$ cat src/rtl/uart_pkg.sv
// Shared definitions for the memory-mapped UART transmitter.
//   UART_BASE_ADDR : data-bus address the external decoder matches to raise uart_en.
//   ST_*           : bit positions inside the status word returned on loads.
//   tx_state_t     : serialiser FSM state encoding.
package uart_pkg;

   localparam logic [31:0] UART_BASE_ADDR = 32'h1100_0000;

   localparam int ST_BUSY      = 0;
   localparam int ST_FULL      = 1;
   localparam int ST_EMPTY     = 2;
   localparam int ST_COUNT_LSB = 4;

   typedef enum logic [1:0] {
      IDLE  = 2'd0,
      START = 2'd1,
      DATA  = 2'd2,
      STOP  = 2'd3
   } tx_state_t;

endpackage

$ cat src/rtl/uart_tx_mmio_if.sv
// Data-bus slice seen by the UART transmitter.
//   uart_en  : chip-enable from the address decoder
//   d_we     : 1 = store, 0 = load
//   d_wdata  : store data, byte in [7:0]
//   d_rdata  : status word on loads, 0 otherwise
//   d_wait   : stall request while a store hits a full FIFO
interface uart_tx_mmio_if;

   logic        uart_en;
   logic        d_we;
   logic [31:0] d_wdata;
   logic [31:0] d_rdata;
   logic        d_wait;

   modport master (
      output uart_en, d_we, d_wdata,
      input  d_rdata, d_wait
   );

   modport slave (
      input  uart_en, d_we, d_wdata,
      output d_rdata, d_wait
   );

endinterface

$ cat src/rtl/sync_fifo.sv
// Single-clock FIFO with first-word fall-through output.
//   push/din   : write din when push=1 and not full
//   pop/dout   : dout always shows the head; pop=1 and not empty advances it
//   full/empty : derived from the occupancy count
//   count      : number of stored entries, $clog2(DEPTH)+1 bits
// DEPTH must be a power of two so pointers wrap naturally.
module sync_fifo #(
   parameter int WIDTH = 8,
   parameter int DEPTH = 8
) (
   input  logic                     clk,
   input  logic                     rst,
   input  logic                     push,
   input  logic                     pop,
   input  logic [WIDTH-1:0]         din,
   output logic [WIDTH-1:0]         dout,
   output logic                     full,
   output logic                     empty,
   output logic [$clog2(DEPTH):0]   count
);

   localparam int AW = $clog2(DEPTH);
   localparam int CW = AW + 1;
   localparam logic [CW-1:0] FULL_CNT = CW'(DEPTH);

   logic [WIDTH-1:0] mem [DEPTH];
   logic [AW-1:0]    wr_ptr;
   logic [AW-1:0]    rd_ptr;
   logic             push_ok;
   logic             pop_ok;

   assign full    = (count == FULL_CNT);
   assign empty   = (count == '0);
   assign push_ok = push & ~full;
   assign pop_ok  = pop & ~empty;
   assign dout    = mem[rd_ptr];

   // NOTE: state registers use non-blocking assignments so every flop samples
   // the pre-edge values regardless of statement order.
   always_ff @(posedge clk or posedge rst) begin
      if (rst) begin
         wr_ptr <= '0;
         rd_ptr <= '0;
         count  <= '0;
      end else begin
         if (push_ok) wr_ptr <= wr_ptr + AW'(1);
         if (pop_ok)  rd_ptr <= rd_ptr + AW'(1);
         unique case ({push_ok, pop_ok})
            2'b10:   count <= count + CW'(1);
            2'b01:   count <= count - CW'(1);
            default: count <= count;
         endcase
      end
   end

   // NOTE: the storage array has no reset; clearing the pointers and count
   // already makes stale entries unreachable, and it maps onto plain RAM.
   always_ff @(posedge clk) begin
      if (push_ok) mem[wr_ptr] <= din;
   end

endmodule

$ cat src/rtl/uart_tx_mmio.sv
// Memory-mapped 8N1 UART transmitter.
//   clk, rst : system clock, asynchronous active-high reset
//   bus      : data-bus slice (uart_tx_mmio_if.slave); stores push a byte into
//              the TX FIFO, loads return the status word
//              {count[8:4], empty[2], full[1], busy[0]}
//   uart_tx  : registered serial line, idles high
//   tx_irq   : level interrupt, high while FIFO empty and serialiser idle
// The line register is loaded from the current FSM state, so it trails the
// state by one cycle; a byte written on edge N starts its start bit on N+2.
module uart_tx_mmio
   import uart_pkg::*;
#(
   parameter int CLK_FREQ   = 50_000_000,
   parameter int BAUD       = 115_200,
   parameter int FIFO_DEPTH = 8
) (
   input  logic                 clk,
   input  logic                 rst,
   uart_tx_mmio_if.slave        bus,
   output logic                 uart_tx,
   output logic                 tx_irq
);

   localparam int BAUD_DIV = CLK_FREQ / BAUD;
   localparam int CNT_W    = $clog2(BAUD_DIV);
   localparam int AW       = $clog2(FIFO_DEPTH);
   localparam logic [CNT_W-1:0] CNT_LAST = CNT_W'(BAUD_DIV - 1);

   tx_state_t        state;
   logic [CNT_W-1:0] baud_cnt;
   logic [2:0]       bit_idx;
   logic [7:0]       shift;
   logic             bit_end;

   logic             fifo_push;
   logic             fifo_pop;
   logic [7:0]       fifo_dout;
   logic             fifo_full;
   logic             fifo_empty;
   logic [AW:0]      fifo_count;

   // Only the low byte of the store data is meaningful.
   logic             unused_wdata;
   assign unused_wdata = ^bus.d_wdata[31:8];

   // The FIFO refuses pushes while full, so a stalled store is retried by the
   // core holding the bus until the first edge where full is low.
   assign fifo_push = bus.uart_en & bus.d_we;
   assign fifo_pop  = (state == IDLE) & ~fifo_empty;
   assign bit_end   = (baud_cnt == CNT_LAST);

   sync_fifo #(
      .WIDTH (8),
      .DEPTH (FIFO_DEPTH)
   ) u_fifo (
      .clk   (clk),
      .rst   (rst),
      .push  (fifo_push),
      .pop   (fifo_pop),
      .din   (bus.d_wdata[7:0]),
      .dout  (fifo_dout),
      .full  (fifo_full),
      .empty (fifo_empty),
      .count (fifo_count)
   );

   always_ff @(posedge clk or posedge rst) begin
      if (rst) begin
         state    <= IDLE;
         baud_cnt <= '0;
         bit_idx  <= '0;
         shift    <= 8'hFF;
         uart_tx  <= 1'b1;
      end else begin
         unique case (state)
            IDLE: begin
               uart_tx <= 1'b1;
               if (!fifo_empty) begin
                  shift    <= fifo_dout;
                  baud_cnt <= '0;
                  bit_idx  <= '0;
                  state    <= START;
               end
            end
            START: begin
               uart_tx <= 1'b0;
               if (bit_end) begin
                  baud_cnt <= '0;
                  state    <= DATA;
               end else begin
                  baud_cnt <= baud_cnt + CNT_W'(1);
               end
            end
            DATA: begin
               uart_tx <= shift[0];
               if (bit_end) begin
                  baud_cnt <= '0;
                  shift    <= {1'b1, shift[7:1]};
                  bit_idx  <= bit_idx + 3'd1;
                  if (bit_idx == 3'd7) state <= STOP;
               end else begin
                  baud_cnt <= baud_cnt + CNT_W'(1);
               end
            end
            STOP: begin
               uart_tx <= 1'b1;
               if (bit_end) begin
                  baud_cnt <= '0;
                  state    <= IDLE;
               end else begin
                  baud_cnt <= baud_cnt + CNT_W'(1);
               end
            end
            default: state <= IDLE;
         endcase
      end
   end

   assign tx_irq     = fifo_empty & (state == IDLE);
   assign bus.d_wait = bus.uart_en & bus.d_we & fifo_full;

   // NOTE: the output is given a default before any condition so no path
   // leaves it unassigned, which would otherwise infer a latch.
   always_comb begin
      bus.d_rdata = '0;
      if (bus.uart_en && !bus.d_we) begin
         bus.d_rdata[ST_BUSY]            = (state != IDLE) | ~fifo_empty;
         bus.d_rdata[ST_FULL]            = fifo_full;
         bus.d_rdata[ST_EMPTY]           = fifo_empty;
         bus.d_rdata[ST_COUNT_LSB +: 5]  = 5'(fifo_count);
      end
   end

endmodule
$ cat src/flat_wrapper.sv
// flat-port wrapper written by rule: the top's interface ports become plain ports
module uart_tx_mmio_flat import uart_pkg::*;
#(
   parameter int CLK_FREQ   = 50_000_000,
   parameter int BAUD       = 115_200,
   parameter int FIFO_DEPTH = 8
)
  (clk, rst, uart_tx, tx_irq, bus_uart_en, bus_d_we, bus_d_wdata, bus_d_rdata, bus_d_wait);
  uart_tx_mmio_if bus_i ();
  input  logic clk;
  input  logic rst;
  output logic uart_tx;
  output logic tx_irq;
  input wire logic [$bits(bus_i.uart_en)-1:0] bus_uart_en;
  input wire logic [$bits(bus_i.d_we)-1:0] bus_d_we;
  input wire logic [$bits(bus_i.d_wdata)-1:0] bus_d_wdata;
  output wire logic [$bits(bus_i.d_rdata)-1:0] bus_d_rdata;
  output wire logic [$bits(bus_i.d_wait)-1:0] bus_d_wait;
  assign bus_i.uart_en = bus_uart_en;
  assign bus_i.d_we = bus_d_we;
  assign bus_i.d_wdata = bus_d_wdata;
  assign bus_d_rdata = bus_i.d_rdata;
  assign bus_d_wait = bus_i.d_wait;
  uart_tx_mmio #(.CLK_FREQ(CLK_FREQ), .BAUD(BAUD), .FIFO_DEPTH(FIFO_DEPTH)) u_core (.clk(clk), .rst(rst), .bus(bus_i), .uart_tx(uart_tx), .tx_irq(tx_irq));
endmodule
$ cat config.mk
export PLATFORM = sky130hd
export DESIGN_NAME = uart_tx_mmio_flat
export DESIGN_NICKNAME = d
export VERILOG_FILES = /design/src/rtl/uart_pkg.sv /design/src/rtl/uart_tx_mmio_if.sv /design/src/rtl/sync_fifo.sv /design/src/rtl/uart_tx_mmio.sv /design/src/flat_wrapper.sv
export SDC_FILE = /design/constraint.sdc
export NUM_CORES = 1
export LEC_CHECK = 0
export CORE_AREA = 2 2 94 96
export DETAILED_ROUTE_END_ITERATION = 7
export DIE_AREA = 0 0 96 98
export DONT_BUFFER_PORTS = 1
export GPL_TIMING_DRIVEN = 0
export HOLD_SLACK_MARGIN = 0.06
export PLACE_DENSITY_LB_ADDON = 0.12
export SLEW_MARGIN = 0
export SYNTH_ARGS = -nofsm -noshare
export SYNTH_HDL_FRONTEND = slang
export SYNTH_SLANG_ARGS = --single-unit
$ cat constraint.sdc
create_clock -name clk -period 2.25 [get_ports clk]
set_input_delay 0 -clock clk [delete_from_list [all_inputs] [get_ports clk]]
set_output_delay 0 -clock clk [all_outputs]
set_load 0.01 [all_outputs]
Word level (Yosys, flattened, before mapping)
Memory sizes are Yosys's and may differ from the RTL's.
Cells that the tools add are included.
{ "totals": {"reg_bits": 33, "mem_bits_rw": 64, "in_bits": 36, "elab_cells": 69, "memories": 1} }
{ "op_classes": {"addsub": 6, "eq_ne": 13, "n_mux": 21, "bitwise": 9, "reduce_logical": 11} }
{ "memory_table": {"columns": ["name", "depth", "word_bits", "rd", "rd_ports_with_merged_regs", "wr", "line_no", "rtl"], "rows": [
  ["u_core.u_fifo.mem", 8, 8, 1, 0, 1, "sync_fifo.sv:26", "logic [WIDTH-1:0] mem [DEPTH];"]
]} }
{ "op_table": {"columns": ["operator", "n"], "rows": [
  ["$mux 9", 2],
  ["$pmux 9 s2", 1],
  ["$mux 8", 2],
  ["$pmux 8 s2", 1],
  ["$mux 2", 5],
  ["$add 3x1->3 const B", 3],
  ["$add 9x1->9 const B", 1],
  ["$eq 9x9->1 const B", 1],
  ["$mux 3", 3],
  ["$ne 2x1->1 const B", 4],
  ["$pmux 2 s4", 1],
  ["$pmux 4 s2", 1],
  ["$and 1x1->1", 6],
  ["$eq 2x2->1 const B", 3],
  ["$pmux 3 s2", 1],
  ["$reduce_bool 2->1", 3],
  ["$reduce_and 5->1", 1],
  ["$add 4x1->4 const B", 1],
  ["$eq 2x1->1 const B", 2],
  ["$eq 4x4->1 const B", 1],
  ["$logic_not 4->1", 1],
  ["$mux 4", 1],
  ["$sub 4x1->4 const B", 1],
  ["$eq 3x3->1 const B", 1],
  ["other kinds (11)", 13]
]} }

Logic depth before layout (Yosys ltp)
{ "depth": {"depth_word": 6, "ltp_mapped": 11} }

Modules after synthesis
Synthesis repeated with hierarchy kept, for this count alone.
{ "hier_totals": {"hier_cells": 321, "hier_area_um2": 4750.8} }
{ "modules_own_cells": {"columns": ["mod", "instances", "cells_each", "area_each_um2", "seq_area_each_um2"], "rows": [
  ["sync_fifo", 1, 161, 3135.5, 2172.1],
  ["uart_tx_mmio", 1, 160, 1615.3, 586.8]
]} }

Worst setup path after synthesis
OpenSTA, ideal clock, no wires.
{ "synth_path": {"path_kind": "register -> register", "start": "reg u_core.u_fifo.count[1]", "end": "reg u_core.u_fifo.count[2]", "arrival_time_ns": 2.205, "setup_slack_ns": -0.084, "stages_incl_launch_ff": 12, "path_buffers": 1, "period_less_slack_ns": 2.334, "cell_sequence": "dfrtp_1 > buf_6 > or4b_4 > nor2b_1 > inv_2 > ha_1 > xor2_1 > ha_1 > a21oi_1 > xor2_1 > nor2_1 > xor2_1"} }
{ "synth_between": {"elab_chain_cells": 6, "elab_cells_between_ends": 13} }
{ "synth_rtl": {"columns": ["item", "line_no", "rtl"], "rows": [
  ["start: declaration", "sync_fifo.sv:19", "output logic [$clog2(DEPTH):0] count"],
  ["start signal: assignment", "sync_fifo.sv:49", "2'b10: count <= count + CW'(1);"],
  ["start signal: assignment", "sync_fifo.sv:50", "2'b01: count <= count - CW'(1);"],
  ["start signal: assignment", "sync_fifo.sv:51", "default: count <= count;"],
  ["$logic_not 4->1", "sync_fifo.sv:33", "assign empty = (count == '0);"],
  ["$not 1->1", "sync_fifo.sv:35, uart_tx_mmio.sv:49", null],
  ["$and 1x1->1", "uart_tx_mmio.sv:49", "assign fifo_pop = (state == IDLE) & ~fifo_empty;"],
  ["$and 1x1->1", "sync_fifo.sv:35", "assign pop_ok = pop & ~empty;"],
  ["$eq 2x1->1 / $eq 2x2->1 (equally long branches)", "sync_fifo.sv:48", "unique case ({push_ok, pop_ok})"],
  ["$pmux 4 s2 / $reduce_bool 2->1 (equally long branches)", null, null]
]} }
Parallel ways exist; a longest one is shown, timed or not.
A chain may end at the register's enable or synchronous reset.

Final worst setup path
Ends and elaborated chain as after synthesis.

==> metrics.txt <==
status=finished with violations; failing checks=setup timing; Cells after Synth=318; sw frac=34.8%; leakage=2.10 nW; Final Total Pwr=6.18 mW; synth warn=0; Final Hold Vio Count=0; Clock Pin Slew Worst Setup and Hold Paths=approximately 90 ps; GRT Overall Usage=18.2%; P_int=4.03 mW; Max FO, Critical Path=10; Post-synth EDFFs=64; synthesized area=4630 um2; average cell area after synthesis=14.6 um2; R2R cell count=11; vias per cell=5.21; max-cap viol count=0; most common cell in the netlist=edfxtp_1; die span in y=98 um; clock latency on the worst-skew pair=360 ps; CP Class=flip-flop to flip-flop; Tmin final=around 2300 ps; CTS H-tree lvls=3; RSZ-0062 raised after global routing=true; core area=8470 um2; Initial DRC Count=80; Slew Viols, Final=0; Fillers=647; Initial Utilization=a little over half; largest net degree at the start of global routing=34; worst relative slew slack=38.7%; Post-route DRC=0; Most Frequent Cell on Critical Path=xor2_1; Crit path arrival time=approximately 2500 ps; Total Routed Length=7790 um; ANT nets after route=0; Hold WS=103 ps; post-layout util=62.6%; Startpoint Class=flip-flop; Reg2Reg Setup Slack=-20 ps; Yosys top cell area share=41.5%; die span in x=96 um; post-route setup slack=-22.2 ps; Sw Pwr=2.15 mW; first-pass GRT wire length=12700 um; initial antenna violation count=0; clk sinks=97; Worst VDD drop=roughly 500 uV; Seq cells post-synth=97; post-synth cell types=56; Critical R2R Launch=u_core.u_fifo.count[1]; Largest stage delay, worst path=520 ps; top_reg_cell synth=edfxtp_1; Core Rows=34; Bufs on Longest Clock Path=2; Area Overhead vs Synth=14.4%; CP max-delay cell=or4b_4; HP Class=primary input to flip-flop; CTS tree=done; Worst-Margin Slew=slightly above 900 ps; I/O Buffers=0; async set-or-reset flop fraction in the synthesized netlist=34.0%; period utilisation layout=101%; Synth top cells by count=edfxtp_1 (64), buf_4 (25), dfrtp_1 (24), nor2_1 (22), o21ai_1 (20); Final Skew=6.03 ps; Worst Path Required=roughly 2500 ps; Setup crit start=u_core.u_fifo.count[1]; Cell Area, Placed=4880 um2; PwrDens=1170 nW/um2; Vias=approximately 2500; Reg power frac=41.6%; WL per Instance=16.1 um; Synth area leaders=edfxtp_1 (42%), dfrtp_1 (13%), mux4_1 (5.7%), dfstp_2 (5.1%), buf_4 (4.1%); clock network fraction of total power=a little under a fifth; post-DP HPWL=5100 um; layout cell share with drive strength beyond 1=between 20% and 30%; design area=5300 um2; register area share after synthesis=59.6%; critical path cell sequence=buf_6 > or4b_4 > nor2b_4 > inv_2 > ha_4 > xor2_1 > ha_1 > a21oi_2 > xor2_1 > nor2_1 > xor2_1; GP Congestion=0.781; ANT cells=0; grt ovf=0; fmax=0.440 GHz; DRT Pass-1 Iters=4; die outline area=9410 um2; combinational fraction of design power=around two fifths; CTS Root Cell=clkbuf_8; area leader, netlist=edfxtp_1; I/O Pins=71; vias in the first global route=2425; capture point of the worst reg-to-reg path=u_core.u_fifo.count[2]; end point of the critical path=u_core.u_fifo.count[2]; final net count=roughly 420; final setup fails=1; total CTS buffers=9; Setup crit end kind=flip-flop
cells by family (layout without fill, tap and decap cells):
| kind of cell | after synthesis | in the layout | synth area share, % |
|---|---|---|---|
| adder cells (fa/ha/maj) | 15 | 15 | 4.06 |
| AND/OR/NAND/NOR | 71 | 71 | 8.22 |
| AO/OA/AOI/OAI | 44 | 44 | 6.00 |
| flip-flops | 97 | 97 | 59.6 |
| XOR/XNOR | 14 | 14 | 2.65 |
| multiplexers | 35 | 35 | 13.0 |
| buffers and inverters | 41 | 74 | 6.41 |
| other | 1 | 25 | 0.0810 |
sequential cells by signal, indices dropped and copies added (netlist names):
| name | cells |
|---|---|
| u_core.u_fifo.wr_ptr | 3 |
| u_core.u_fifo.count | 4 |
| u_core.u_fifo.mem | 64 |
| u_core.shift | 8 |
| u_core.state | 2 |
| u_core.u_fifo.rd_ptr | 3 |
| u_core.uart_tx | 1 |
| u_core.bit_idx | 3 |
| u_core.baud_cnt | 9 |
worst min path at each step:
stage	start	to	slack, ps	cells after the start
CTS	bus_d_we	u_core.u_fifo.wr_ptr[2]	100	5
detailed placement	bus_d_wdata[1]	u_core.u_fifo.mem[4][1]	100	0
floorplan	bus_d_wdata[0]	u_core.u_fifo.mem[0][0]	100	0
global placement	bus_d_wdata[1]	u_core.u_fifo.mem[4][1]	100	0
global route	bus_d_we	u_core.u_fifo.wr_ptr[0]	120	4
finish	bus_d_we	u_core.u_fifo.wr_ptr[2]	100	5
layout make-up:
class | instances | area [um2] | area share (%)
multi-input combinational | 204 | 1730 | 32.6
buffer | 33 | 267 | 5.03
tap | 108 | 135 | 2.55
timing repair buffer | 17 | 165 | 3.12
clock inverter | 7 | 86.3 | 1.63
inverter | 8 | 30.0 | 0.567
clock buffer | 9 | 124 | 2.34
sequential | 97 | 2760 | 52.1
power by group through the flow:
stage | registers [mW] | logic [mW] | clock network (mW)
global placement | 2.59 | 2.23 | 0
CTS | 2.56 | 2.43 | 1.21
finish | 2.57 | 2.43 | 1.18
floorplan | 2.53 | 1.86 | 0
detailed placement | 2.60 | 2.27 | 0
global route | 2.61 | 2.70 | 1.30
per-layer routing:
metal / global-route usage, % / wire length [um]
met1: 24.9 / 3590
met2: 29.1 / 3860
met4: 6.04 / 116
met5: 0 / 0
met3: 3.78 / 227
cells in the final DEF (no fill, tap or decap), types with 3 or more instances in the layout:
| cell | netlist | routed |
|---|---|---|
| edfxtp_1 | 64 | 64 |
| buf_4 | 25 | 31 |
| conb_1 | 1 | 25 |
| dfrtp_1 | 24 | 23 |
| o21ai_1 | 20 | 20 |
| nor2_1 | 22 | 18 |
| nand2_1 | 15 | 15 |
| ha_1 | 15 | 13 |
| mux4_1 | 10 | 10 |
| dlygate4sd3_1 | 0 | 10 |
| mux2i_1 | 9 | 9 |
| clkbuf_8 | 0 | 9 |
| dfstp_2 | 9 | 9 |
| a21oi_1 | 9 | 8 |
| xor2_1 | 8 | 8 |
| mux2_2 | 7 | 7 |
| xnor2_1 | 6 | 6 |
| mux4_2 | 5 | 5 |
| nand2b_1 | 5 | 5 |
| and2_1 | 5 | 5 |
| inv_2 | 4 | 4 |
| buf_6 | 4 | 4 |
| nor2_2 | 1 | 4 |
| nand3_1 | 3 | 3 |
| mux2_1 | 3 | 3 |
| inv_1 | 4 | 3 |
| inv_8 | 0 | 3 |
worst max-delay path: cells and delay by family (launching register included):
family	cells	cell delay, ps
AO/OA/AOI/OAI	1	120
XOR/XNOR	3	360
adder cells (fa/ha/maj)	2	320
buffers and inverters	2	220
flip-flops	1	380
AND/OR/NAND/NOR	3	750
through the flow:
stage,cells,setup TNS [ps],worst slack [ps]
3_5_place_dp,450,-514,-260
6_report,483,-22.2,-22.2
2_1_floorplan,342,0,5.93
5_1_grt,483,-244,-153
3_3_place_gp,450,-5890,-350
4_1_cts,481,0,4.33
what timing repair did:
action,in CTS,in global routing
hold endpoints to repair,88,7
resized for setup,6,4
buffers inserted,6,0
endpoints found under the setup margin,3,18
hold buffers,9,1
Power figures use the tool's default switching activity.
